`config.mk`:
```
export PLATFORM = sky130hd
export DESIGN_NAME = ex_muldiv
export DESIGN_NICKNAME = d
export VERILOG_FILES = /design/src/rtl/muldiv_pkg.sv /design/src/rtl/muldiv_sign_fix.sv /design/src/rtl/ex_muldiv.sv
export SDC_FILE = /design/constraint.sdc
export NUM_CORES = 1
export LEC_CHECK = 0
export CAP_MARGIN = 20
export CORE_MARGIN = 2
export CORE_UTILIZATION = 30
export CTS_CLUSTER_SIZE = 20
export DETAILED_ROUTE_END_ITERATION = 8
export GPL_TIMING_DRIVEN = 0
export PLACE_DENSITY = 0.5
export SLEW_MARGIN = 15
export SYNTH_ARGS = -nofsm -noshare
export SYNTH_HDL_FRONTEND = slang
export SYNTH_SLANG_ARGS = --single-unit
```
`constraint.sdc`:
```
create_clock -name clk -period 3.65 [get_ports clk]
set_input_delay 0.73 -clock clk [delete_from_list [all_inputs] [get_ports clk]]
set_output_delay 0.73 -clock clk [all_outputs]
set_load 0.005 [all_outputs]
```
`src/rtl/muldiv_pkg.sv`:
```
// Shared types and constants for the iterative RV32M multiply/divide unit.
package muldiv_pkg;

  localparam int unsigned XLEN = 32;

  // RV32M funct3 encodings
  typedef enum logic [2:0] {
    OP_MUL    = 3'b000,
    OP_MULH   = 3'b001,
    OP_MULHSU = 3'b010,
    OP_MULHU  = 3'b011,
    OP_DIV    = 3'b100,
    OP_DIVU   = 3'b101,
    OP_REM    = 3'b110,
    OP_REMU   = 3'b111
  } op_e;

  typedef enum logic [1:0] {
    ST_IDLE = 2'd0,
    ST_CALC = 2'd1,
    ST_FIX  = 2'd2,
    ST_DONE = 2'd3
  } state_e;

  // Divide-by-zero quotient and the most negative signed value
  localparam logic [XLEN-1:0] QUOT_ONES = 32'hFFFF_FFFF;
  localparam logic [XLEN-1:0] INT_MIN   = 32'h8000_0000;

endpackage

```
`src/rtl/muldiv_sign_fix.sv`:
```
// Final sign correction and result selection applied in the FIX state.
module muldiv_sign_fix
  import muldiv_pkg::*;
#(
  parameter int unsigned WIDTH = XLEN
) (
  input  op_e                  i_op,
  input  logic [2*WIDTH-1:0]   i_acc,
  input  logic                 i_neg_q,
  input  logic                 i_neg_r,
  output logic [WIDTH-1:0]     o_result_c
);

  logic [2*WIDTH-1:0] w_prod;
  logic [WIDTH-1:0]   w_quo;
  logic [WIDTH-1:0]   w_rem;

  // Negate product / quotient / remainder as needed, then pick the half the op asks for
  always_comb begin
    w_prod     = i_neg_q ? -i_acc : i_acc;
    w_quo      = i_neg_q ? -i_acc[WIDTH-1:0] : i_acc[WIDTH-1:0];
    w_rem      = i_neg_r ? -i_acc[2*WIDTH-1:WIDTH] : i_acc[2*WIDTH-1:WIDTH];
    o_result_c = w_prod[WIDTH-1:0];
    case (i_op)
      OP_MUL:                        o_result_c = w_prod[WIDTH-1:0];
      OP_MULH, OP_MULHSU, OP_MULHU:  o_result_c = w_prod[2*WIDTH-1:WIDTH];
      OP_DIV, OP_DIVU:               o_result_c = w_quo;
      default:                       o_result_c = w_rem;
    endcase
  end

endmodule

```
`src/rtl/ex_muldiv.sv`:
```
// Iterative RV32M multiply/divide unit: one result bit per cycle, stalls the
// front of the pipeline while an operation is in flight.
module ex_muldiv
  import muldiv_pkg::*;
#(
  parameter int unsigned WIDTH = XLEN
) (
  input  logic             clk,
  input  logic             R_n,
  input  logic             start,
  input  logic [2:0]       op,
  input  logic [WIDTH-1:0] a,
  input  logic [WIDTH-1:0] b,
  input  logic             flush,
  output logic             stall,
  output logic             busy,
  output logic             done,
  output logic [WIDTH-1:0] result
);

  localparam int unsigned CW = $clog2(WIDTH);

  state_e             r_state;
  state_e             w_next;
  op_e                r_op;
  logic [2*WIDTH-1:0] r_acc;
  logic [WIDTH-1:0]   r_b;
  logic [CW-1:0]      r_cnt;
  logic               r_neg_q;
  logic               r_neg_r;
  logic               r_done;
  logic [WIDTH-1:0]   r_result;

  op_e                w_op;
  logic               w_is_div;
  logic               w_a_neg;
  logic               w_b_neg;
  logic [WIDTH-1:0]   w_a_mag;
  logic [WIDTH-1:0]   w_b_mag;
  logic               w_div_zero;
  logic               w_ovf;
  logic               w_accept;
  logic [WIDTH:0]     w_add;
  logic [2*WIDTH-1:0] w_mul_step;
  logic [WIDTH:0]     w_rem_sh;
  logic               w_ge;
  logic [WIDTH-1:0]   w_sub;
  logic [2*WIDTH-1:0] w_div_step;
  logic [WIDTH-1:0]   w_fix_result;

  // Decode the incoming op: signedness, magnitudes and the CALC-skipping special cases
  always_comb begin
    w_op       = op_e'(op);
    w_is_div   = op[2];
    w_a_neg    = a[WIDTH-1] & ((w_op == OP_MULH) | (w_op == OP_MULHSU) |
                               (w_op == OP_DIV)  | (w_op == OP_REM));
    w_b_neg    = b[WIDTH-1] & ((w_op == OP_MULH) | (w_op == OP_DIV) | (w_op == OP_REM));
    w_a_mag    = w_a_neg ? -a : a;
    w_b_mag    = w_b_neg ? -b : b;
    w_div_zero = w_is_div & (b == '0);
    w_ovf      = ((w_op == OP_DIV) | (w_op == OP_REM)) &
                 (a == WIDTH'(INT_MIN)) & (b == WIDTH'(QUOT_ONES));
    w_accept   = (r_state == ST_IDLE) & start & ~flush;
  end

  // One shift-add multiply step and one restoring divide step
  always_comb begin
    w_add      = {1'b0, r_acc[2*WIDTH-1:WIDTH]} + {1'b0, r_b};
    w_mul_step = r_acc[0] ? {w_add, r_acc[WIDTH-1:1]}
                          : {1'b0, r_acc[2*WIDTH-1:WIDTH], r_acc[WIDTH-1:1]};
    w_rem_sh   = {r_acc[2*WIDTH-1:WIDTH], r_acc[WIDTH-1]};
    w_ge       = (w_rem_sh >= {1'b0, r_b});
    w_sub      = w_rem_sh[WIDTH-1:0] - r_b;
    w_div_step = w_ge ? {w_sub, r_acc[WIDTH-2:0], 1'b1}
                      : {w_rem_sh[WIDTH-1:0], r_acc[WIDTH-2:0], 1'b0};
  end

  muldiv_sign_fix #(
    .WIDTH(WIDTH)
  ) u_sign_fix (
    .i_op       (r_op),
    .i_acc      (r_acc),
    .i_neg_q    (r_neg_q),
    .i_neg_r    (r_neg_r),
    .o_result_c (w_fix_result)
  );

  // State register
  always_ff @(posedge clk or negedge R_n) begin
    if (!R_n) r_state <= ST_IDLE;
    else      r_state <= w_next;
  end

  // Next-state logic; flush aborts from any state
  always_comb begin
    w_next = r_state;
    if (flush) begin
      w_next = ST_IDLE;
    end else begin
      case (r_state)
        ST_IDLE: if (start) w_next = (w_div_zero | w_ovf) ? ST_FIX : ST_CALC;
        ST_CALC: if (r_cnt == '0) w_next = ST_FIX;
        ST_FIX:  w_next = ST_DONE;
        ST_DONE: w_next = ST_IDLE;
        default: w_next = ST_IDLE;
      endcase
    end
  end

  // Pipeline handshake outputs; stall is forced low while reset is asserted
  always_comb begin
    stall  = R_n & (w_accept | (r_state == ST_CALC) | (r_state == ST_FIX));
    busy   = (r_state != ST_IDLE);
    done   = r_done;
    result = r_result;
  end

  // Operand latch and iteration datapath; special cases preload the final quotient/remainder
  always_ff @(posedge clk or negedge R_n) begin
    if (!R_n) begin
      r_op    <= OP_MUL;
      r_acc   <= '0;
      r_b     <= '0;
      r_cnt   <= '0;
      r_neg_q <= 1'b0;
      r_neg_r <= 1'b0;
    end else if (w_accept) begin
      r_op  <= w_op;
      r_cnt <= CW'(WIDTH - 1);
      if (w_div_zero) begin
        r_acc   <= {a, WIDTH'(QUOT_ONES)};
        r_b     <= '0;
        r_neg_q <= 1'b0;
        r_neg_r <= 1'b0;
      end else if (w_ovf) begin
        r_acc   <= {{WIDTH{1'b0}}, WIDTH'(INT_MIN)};
        r_b     <= '0;
        r_neg_q <= 1'b0;
        r_neg_r <= 1'b0;
      end else if (w_is_div) begin
        r_acc   <= {{WIDTH{1'b0}}, w_a_mag};
        r_b     <= w_b_mag;
        r_neg_q <= w_a_neg ^ w_b_neg;
        r_neg_r <= w_a_neg;
      end else begin
        r_acc   <= {{WIDTH{1'b0}}, w_b_mag};
        r_b     <= w_a_mag;
        r_neg_q <= w_a_neg ^ w_b_neg;
        r_neg_r <= 1'b0;
      end
    end else if (r_state == ST_CALC) begin
      r_acc <= r_op[2] ? w_div_step : w_mul_step;
      if (r_cnt != '0) r_cnt <= r_cnt - CW'(1);
    end
  end

  // Capture the result and raise done on the FIX -> DONE transition
  always_ff @(posedge clk or negedge R_n) begin
    if (!R_n) begin
      r_done   <= 1'b0;
      r_result <= '0;
    end else begin
      r_done <= (w_next == ST_DONE);
      if (w_next == ST_DONE) r_result <= w_fix_result;
    end
  end

endmodule

```
After elaboration in Yosys (flattened, before gate mapping)
Cells that the tools add are included.

$lt $le $gt $ge: 1. Multiplexer cells: 30. Bitwise gates (word level): 19. Equal/unequal tests: 15. Add/sub/neg operators: 8. Reductions and logical operators: 11.

Operator list (number): $mux W64 (7); $mux W32 (9); $neg A32 Y32 (4); $pmux W32 S3 (1); $eq A32 B32 Y1 const B (2); $neg A64 Y64 (1); $add A32 B32 Y33 (1); $ge A33 B32 Y1 (1); $logic_not A32 Y1 (1); $sub A32 B32 Y32 (1); $mux W5 (3); $eq A3 B3 Y1 const B (4); $eq A3 B2 Y1 const B (3); $or A1 B1 Y1 (9); $and A1 B1 Y1 (8); $mux W2 (4); $pmux W2 S4 (1); $eq A2 B2 Y1 const B (3); $eq A3 B1 Y1 const B (2); $reduce_bool A2 Y1 (3); $logic_not A5 Y1 (1); $mux W1 (5); $reduce_bool A5 Y1 (1); $sub A5 B1 Y5 const B (1); 8 further kinds (8).

Register bits after elaboration: 141. Output and inout port bits: 35. Word-level logic and storage cells: 93. Bits of input ports: 71.

Depth between registers and ports, before layout
Word-level depth: 10. Gate-level depth with buffers: 14. Gate-level depth less buffers: 13.

Hierarchy
From an unflattened synthesis, not the netlist that was laid out.

Cells, all modules: 2052. Area total of the unflattened synthesis: 15660.0 um^2.

By module, submodules not included: ex_muldiv (cells an instance 1572, seq. area each 3528.4 um^2, area each 12570.8 um^2, instances 1); muldiv_sign_fix (cells an instance 480, seq. area each 0.0 um^2, area each 3089.2 um^2, instances 1).

Worst setup path after synthesis
No wires, ideal clock.

Path type: register to register. Start: register r_acc[31]. End: register r_acc[56]. Path slack: 0.733 ns. Arrival: 2.790 ns. Buffers on the path: 0. Stages on the path, launching flop included: 14. Setup time: 0.126 ns. Period minus slack after synthesis: 2.917 ns. Data required time: 3.524 ns. Path through: dfrtp_1 > inv_1 > ha_1 > inv_1 > fa_1 > a21oi_1 > o221a_2 > o211ai_1 > and2_1 > o21ai_0 > a21boi_0 > or3_1 > a31o_2 > a221o_1.

Longest elaborated chain between the ends: 5. Elaborated cells on any way between the ends: 6. Those cells by class: add/sub (1); order compare (1); mux (4).

Ends and longest elaborated chain: start: declaration (line ex_muldiv.sv:26) `logic [2*WIDTH-1:0] r_acc;`; start signal: assignment (line ex_muldiv.sv:131) `r_acc <= {a, WIDTH'(QUOT_ONES)};`; start signal: assignment (line ex_muldiv.sv:136) `r_acc <= {{WIDTH{1'b0}}, WIDTH'(INT_MIN)};`; start signal: assignment (line ex_muldiv.sv:141) `r_acc <= {{WIDTH{1'b0}}, w_a_mag};`; $sub A32 B32 Y32 or $ge A33 B32 Y1 (tied branches) (line ex_muldiv.sv:73, ex_muldiv.sv:72); $mux W64 (*) (line ex_muldiv.sv:74) `w_div_step = w_ge ? {w_sub, r_acc[WIDTH-2:0], 1'b1}`; $mux W64 (*) (line ex_muldiv.sv:152) `r_acc <= r_op[2] ? w_div_step : w_mul_step;`; $mux W64 (*) (line ex_muldiv.sv:151) `end else if (r_state == ST_CALC) begin`; $mux W64 (*) (line ex_muldiv.sv:127) `end else if (w_accept) begin`.

Every way passes the cells marked *; elsewhere a longest branch is shown, timed or not. The select of a mux whose other input is x is not followed. A chain may end at the register's enable or synchronous reset.

Worst setup path in the final report
Start: register r_state[1]. End: output port stall.

Longest elaborated chain between the ends: 6. Elaborated cells on any way between the ends: 8. Those cells by class: eq/ne (2); bitwise (5); reduce/logical (1).

Ends and longest elaborated chain: start: declaration (line ex_muldiv.sv:23) `state_e r_state;`; start signal: assignment (line ex_muldiv.sv:91) `else r_state <= w_next;`; $logic_not A2 Y1 (line ex_muldiv.sv:63) `w_accept = (r_state == ST_IDLE) & start & ~flush;`; $and A1 B1 Y1 (2 in a row) (line ex_muldiv.sv:63); $or A1 B1 Y1 (line ex_muldiv.sv:112) `stall = R_n & (w_accept | (r_state == ST_CALC) | (r_state == ST_FIX));`; $or A1 B1 Y1 (*) (line ex_muldiv.sv:112); $and A1 B1 Y1 (*) (line ex_muldiv.sv:112); end: declaration (line ex_muldiv.sv:15) `output logic stall,`.

Every way passes the cells marked *; elsewhere a longest branch is shown, timed or not.

==> key figures <==
Critical path
  • CP Class: register to primary output
  • Worst setup SP type: register
  • Capturing point of the worst reg2reg path: r_acc[60]
  • CP endpoint kind: primary output
  • FF-to-FF path depth: 13
  • Top delay family on crit path: buffers and inverters
  • RR Startpoint: r_acc[31]
  • R2r setup slk: about 0.075 ns
  • CP arrival: 2.84 ns
  • Cell Chain, Critical Path: clkbuf_1 > nor2b_4 > clkbuf_4 > clkbuf_4 > o31a_1 > clkdlybuf4s50_1
  • Critical path peak fanout: 10
  • Crit path required time: around 2.9 ns
  • CP most frequent cell: clkbuf_4
  • Slowest CP cell: clkdlybuf4s50_1
  • Worst path bufs/invs: 4
  • Slowest Stage Delay on Critical Path: approximately 0.53 ns

Clocking
  • Clk Latency, worst-skew pair: around 0.51 ns
  • Hold buffers post-CTS: 0
  • Clock root buffer: clkbuf_16
  • CTS Sinks: 141
  • Clk pin slew, worst setup/hold paths: roughly 0.06 ns
  • CTS tree: built
  • Cts bufs inserted: 17
  • Clock buffer depth: 2
  • H-tree depth: 4

Cells and area
  • Share of layout cells above drive strength 1: 6.551%
  • Filler Cells Inserted: 5458
  • Fin nets: 2329
  • Area Growth Syn to Fin: 18.67%
  • Non-filler instance count after layout: 2879

Power
  • LEAKAGE: 0.007215 uW
  • Pwr dens: 785.8 mW/mm^2
  • Worst VDD drop: 0.4474 mV

Synth
  • Syn Nets: roughly 2200
  • Ys Warns: 0
  • Post-synthesis cell type count: 82
  • Number of synthesized flops with an enable pin: 0
  • Sequential cell area fraction in the yosys report: 22.92%
  • Post-Synthesis Cells: 2058
  • Synth top area cells: dfrtp_1 23%, o21ai_0 6.2%, ha_1 5.8%
  • Synth Register Bits: 141
  • Post-synth top area cell: dfrtp_1
  • Top cell type's share of synthesized area: 22.92%
  • FFs w/ async S/R, synth: 100.0%
  • Commonest register cell after synthesis: dfrtp_1
  • Syn Std Cell Area: 0.01539 sq mm
  • Synthesized area per cell: 7.479 sq um

Timing
  • Fin crit share: 97.94%
  • Slew HR: 25.48%
  • Final setup viols: 0
  • Hold Vio Cnt, Final: 0
  • Max Clock Freq: 0.2797 GHz
  • Actual slew at the worst max-slew pin: 1.118 ns
  • RSZ-0062 raised after global routing: false
  • Worst Skew: 0.01647 ns
  • Slew Limit Fails: 0
  • Min cycle time layout: roughly 3.6 ns
  • Setup TNS: 0 ns

Placement
  • Placer Congestion: between 0.9 and 1
  • I/O Buffers: about 100
  • Placed insts: 2844
  • DP HPWL: 65.02 mm

Floorplan
  • Core Box Area: 0.05099 sq mm
  • Die Y: 230.5 um
  • DIE WIDTH: about 230 um
  • Num rows: 83
  • IO Count: 106
  • Starting density of the core: 30.18%
  • Die area: 0.05313 sq mm

Detailed routing
  • DR WL met2: 34.39 mm
  • DRT iter0 DRCs: 2122
  • Drt pass-1 iters: 5
  • Metal3 WL: 6.998 mm
  • DRC: 0
  • WL per Instance: 28.10 um
  • Max Used Layer: met5
  • Vias per inst: about 6
  • Antenna Nets Post-Route: 0
  • Vias post-DR: 17310
  • Total wire length: 80.89 mm
  • WL met1: 35.23 mm

Status
  • Outcome: completed

GRT
  • Antenna violations before repair: 5
  • Vias in the first global route: 16330
  • Grt total ovfl: 0
  • Largest net degree at the start of global routing: 74
  • Total track usage: a little under a third
  • First-pass GRT wire length: 116.4 mm

Run
  • Max-cap violations: 0

Hold path
  • Worst hold path class: input port to asynchronous set/reset pin
-- synth_stat cells (6+ instances only) --
master / n
a22o_1: 16
nor2b_1: 21
a31oi_1: 24
mux2i_1: 69
nand4_1: 24
nor3_1: 47
ha_1: 71
mux2_2: 6
a211oi_1: 39
xnor2_1: 99
inv_1: 66
nand2b_1: 18
nor2_1: 169
o41ai_1: 13
or3_1: 18
a21oi_1: 158
dfrtp_1: 141
nor4_1: 19
o21ai_1: 12
buf_1: 8
o211ai_1: 29
or4_1: 9
or2_2: 8
a21o_1: 34
a221oi_1: 13
and3_1: 20
clkbuf_1: 130
a222oi_1: 7
nand2_1: 230
a211o_1: 10
o21a_1: 15
buf_2: 17
o31ai_1: 29
nand3_1: 41
a22oi_1: 8
xor2_1: 92
and2_1: 12
a31o_2: 6
o221ai_1: 13
o22ai_1: 11
o21ai_0: 191
-- repair_timing --
| item | CTS | global route |
|---|---|---|
| pin swaps | 3 | 8 |
| setup buffers | 0 | 6 |
| setup endpoints to repair | 93 | 90 |
| gates resized for setup | 32 | 42 |
-- layout make-up --
type	count	area, sq um	area share (%)
sequential	141	3532	19.34
timing repair buffer	112	1122	6.145
clock inverter	12	167.7	0.9180
tap	680	850.8	4.658
antenna	1	2.502	0.01370
buffer	153	630.6	3.453
multi-input combinational	1691	11240	61.53
inverter	69	262.8	1.439
clock buffer	20	456.7	2.501
-- through the flow --
stage / total power (uW) / hold WS [ns] / setup slack (ns) / utilization (%) / cell area, sq um
2_1_floorplan: 8616 / 0.4344 / 0.7335 / - / 15390
3_3_place_gp: 11790 / 0.4581 / -4.820 / 33.89 / 17280
3_5_place_dp: 11810 / 0.4664 / -0.8737 / 33.98 / 17330
4_1_cts: 13920 / 0.2095 / 0.006355 / 35.39 / 18050
5_1_grt: 15160 / 0.2537 / 0.003228 / 35.81 / 18260
6_report: 14350 / 0.1981 / 0.07509 / 35.82 / 18260
-- layer usage --
layer / global-route usage, % / up-vias
met4: 14.66 / 10
met5: 0 / -
met1: 40.96 / 8400
li1: - / 7762
met3: 6.559 / 210
met2: 45.21 / 931
-- power breakdown --
part,total [uW],leakage [uW],internal (uW),switching [uW]
registers,2540,0.00175,1950,589
logic,9820,0.00516,3530,6290
clock network,1990,0.000302,1170,820
total,14400,0.00722,6650,7700
-- flip-flops by register name, indices dropped and copies added (netlist names) --
| signal | count |
|---|---|
| r_cnt | 5 |
| r_neg_r | 1 |
| r_state | 2 |
| r_b | 32 |
| r_acc | 64 |
| r_op | 3 |
| result | 32 |
| r_neg_q | 1 |
| done | 1 |
-- worst max-delay path by stage --
stage                from   endpoint  slack (ns)  depth (start not counted)
3_5_place_dp         a[0]   r_acc[7]       -0.87                         12
4_1_cts             start      stall       0.006                          5
6_report       r_state[1]      stall        0.08                          6
3_3_place_gp          R_n      stall       -4.82                          3
2_1_floorplan   r_acc[31]  r_acc[56]        0.73                         13
5_1_grt         r_acc[41]  r_acc[56]       0.003                         11
-- cells in the final DEF (no fill, tap or decap), types with 39 or more instances in the layout --
cell               n
a211oi_1          39
a21oi_1          157
clkbuf_1         120
clkdlybuf4s50_1  102
dfrtp_1          138
ha_1              69
inv_1             65
mux2i_1           69
nand2_1          228
nand3_1           40
nor2_1           165
nor3_1            44
o21ai_0          188
xnor2_1           99
xor2_1            92
-- logic make-up after synthesis --
| logic type | Yosys count | synth area share (%) |
|---|---|---|
| compound gates | 681 | 28.47 |
| simple gates | 671 | 21.08 |
| buf+inv | 226 | 5.699 |
| xor+xnor | 191 | 10.87 |
| flops | 141 | 22.92 |
| mux | 75 | 4.926 |
| fa+ha+maj | 73 | 6.032 |
Note: power is estimated with default switching activity, not from simulation.
==> variant, RTL diff (same settings) <==
Encoding of `state_e`: now Gray code (2 bits for 4 states).
--- a/src/rtl/muldiv_pkg.sv
+++ b/src/rtl/muldiv_pkg.sv
@@ -16,10 +16,10 @@
   } op_e;
 
   typedef enum logic [1:0] {
-    ST_IDLE = 2'd0,
-    ST_CALC = 2'd1,
-    ST_FIX  = 2'd2,
-    ST_DONE = 2'd3
+    ST_IDLE = 2'b00,
+    ST_CALC = 2'b01,
+    ST_FIX  = 2'b11,
+    ST_DONE = 2'b10
   } state_e;
 
   // Divide-by-zero quotient and the most negative signed value
Check against the original RTL: same outputs for any inputs over 4 cycles, from zero or initial values; so few cycles prove little.
==> variant against the unedited design <==
Synthesized area decreased by 2.8%. Total power decreased by 5.2%. Clock power decreased by 11%. Combinational power decreased by 4.9%. Setup slack got worse by 0.045 ns. Cell area decreased by 1.7%. Largest cell class unchanged. Sequential cell count unchanged. Routed wire length decreased by 6.2%.
==> variant: results (changes against the unedited design) <==
| Metric | Value |
|---|---|
| Worst-margin pin slew | `1.09 ns (was 1.12 ns)` |
| Synth Instances | `2002 (was 2058)` |
| Post-synthesis compound-gate area fraction | `29.1% (was 28.5%)` |
| Routed vias/inst | `5.91 (was 6.01)` |
| Dpl cells | `2772 (was 2844)` |
| Reg-to-Reg Start | `r_acc[33]$_DFFE_PN0P_ (was r_acc[31]$_DFFE_PN0P_)` |
| Tot GR Track Use | `29.5% (was 30.2%)` |
| Status | `finished clean (unchanged)` |
| Sequential fraction of the synthesis area | `23.6% (was 22.9%)` |
| Routed WL | `75.9 mm (was 80.9 mm)` |
| Mux cell area share after synthesis | `4.23% (was 4.93%)` |
| Top post-synthesis cells by area | `dfrtp_1, o21ai_0, nand2_1 (was dfrtp_1, o21ai_0, ha_1)` |
| Number of global-route vias before repair | `16000 (was 16300)` |
| Worst EP arrival | `4.05 ns (was 2.84 ns)` |
| Iter 0 DRT Violations | `1744 (was 2122)` |
| Post-CTS Setup Bufs | `10 (was 0)` |
| Fin crit period | `3.62 ns (was 3.57 ns)` |
| Finished Layout Cells | `2814 (was 2879)` |
| Post-Route Skew | `0.0138 ns (was 0.0165 ns)` |
| Post-synthesis adder-cell area fraction | `6.20% (was 6.03%)` |
| Place WS | `-1.26 ns (was -0.874 ns)` |
| Finished Cell Area | `18000 µm² (was 18300 µm²)` |
| IO Port Bufs | `105 (was 104)` |
| Nets | `2281 (was 2329)` |
| Detailed placement HPWL | `60.1 mm (was 65.0 mm)` |
| RePlAce Congestion | `0.994 (was 0.968)` |
| Antenna violations before repair | `4 (was 5)` |
| Hold WS | `0.149 ns (was 0.198 ns)` |
| Startpoint Class | `primary input (was register)` |
| First-pass GRT wire length | `110 mm (was 116 mm)` |
| Post-placement cell area | `16900 µm² (was 17300 µm²)` |
| Antenna diodes | `0 (was 1)` |
| Critical Path Sink | `r_acc[24]$_DFFE_PN0P_ (was stall)` |
| Worst Setup SP | `a[4] (was r_state[1]$_DFF_PN0_)` |
| Synth cell types | `79 (was 82)` |
| Share of layout cells above drive strength 1 | `8.00% (was 6.55%)` |
| Crit Path Max Fanout | `4 (was 10)` |
| Post-cts sizing count | `58 (was 32)` |
| Largest net degree at the start of global routing | `86 (was 74)` |
[variant: final cells by class]
type,count,area share [%]
buffer,138,3.24
inverter,74,1.57
multi-input combinational,1638,60.8
timing repair buffer,127,6.95
tap,664,4.63
sequential,141,19.7
clock buffer,17,2.37
clock inverter,15,0.753
[variant: routing by layer]
metal	track usage (%)	vias up	wire, µm
met5	0.759	-	62
met4	15.6	4	3990
met3	7.60	137	7100
met2	43.2	763	31800
met1	39.7	8123	32900
li1	-	7602	-
[variant: power by group]
| group | leakage (nW) | internal (mW) | switching, mW |
|---|---|---|---|
| Combinational | 5.02 | 3.31 | 6.03 |
| Clock | 0.281 | 0.944 | 0.826 |
| Sequential | 1.68 | 1.92 | 0.575 |
[variant: worst max-delay path, cell delays in order]
cell and delay (ns):
clkdlybuf4s50_1 0.65, nor3_4 0.36, nand4_1 0.25, or4_1 0.58
nor3b_4 0.31, buf_4 0.18, nor2_1 0.05, xnor2_1 0.18
a21oi_1 0.45, o21ai_0 0.19, nand2_1 0.10
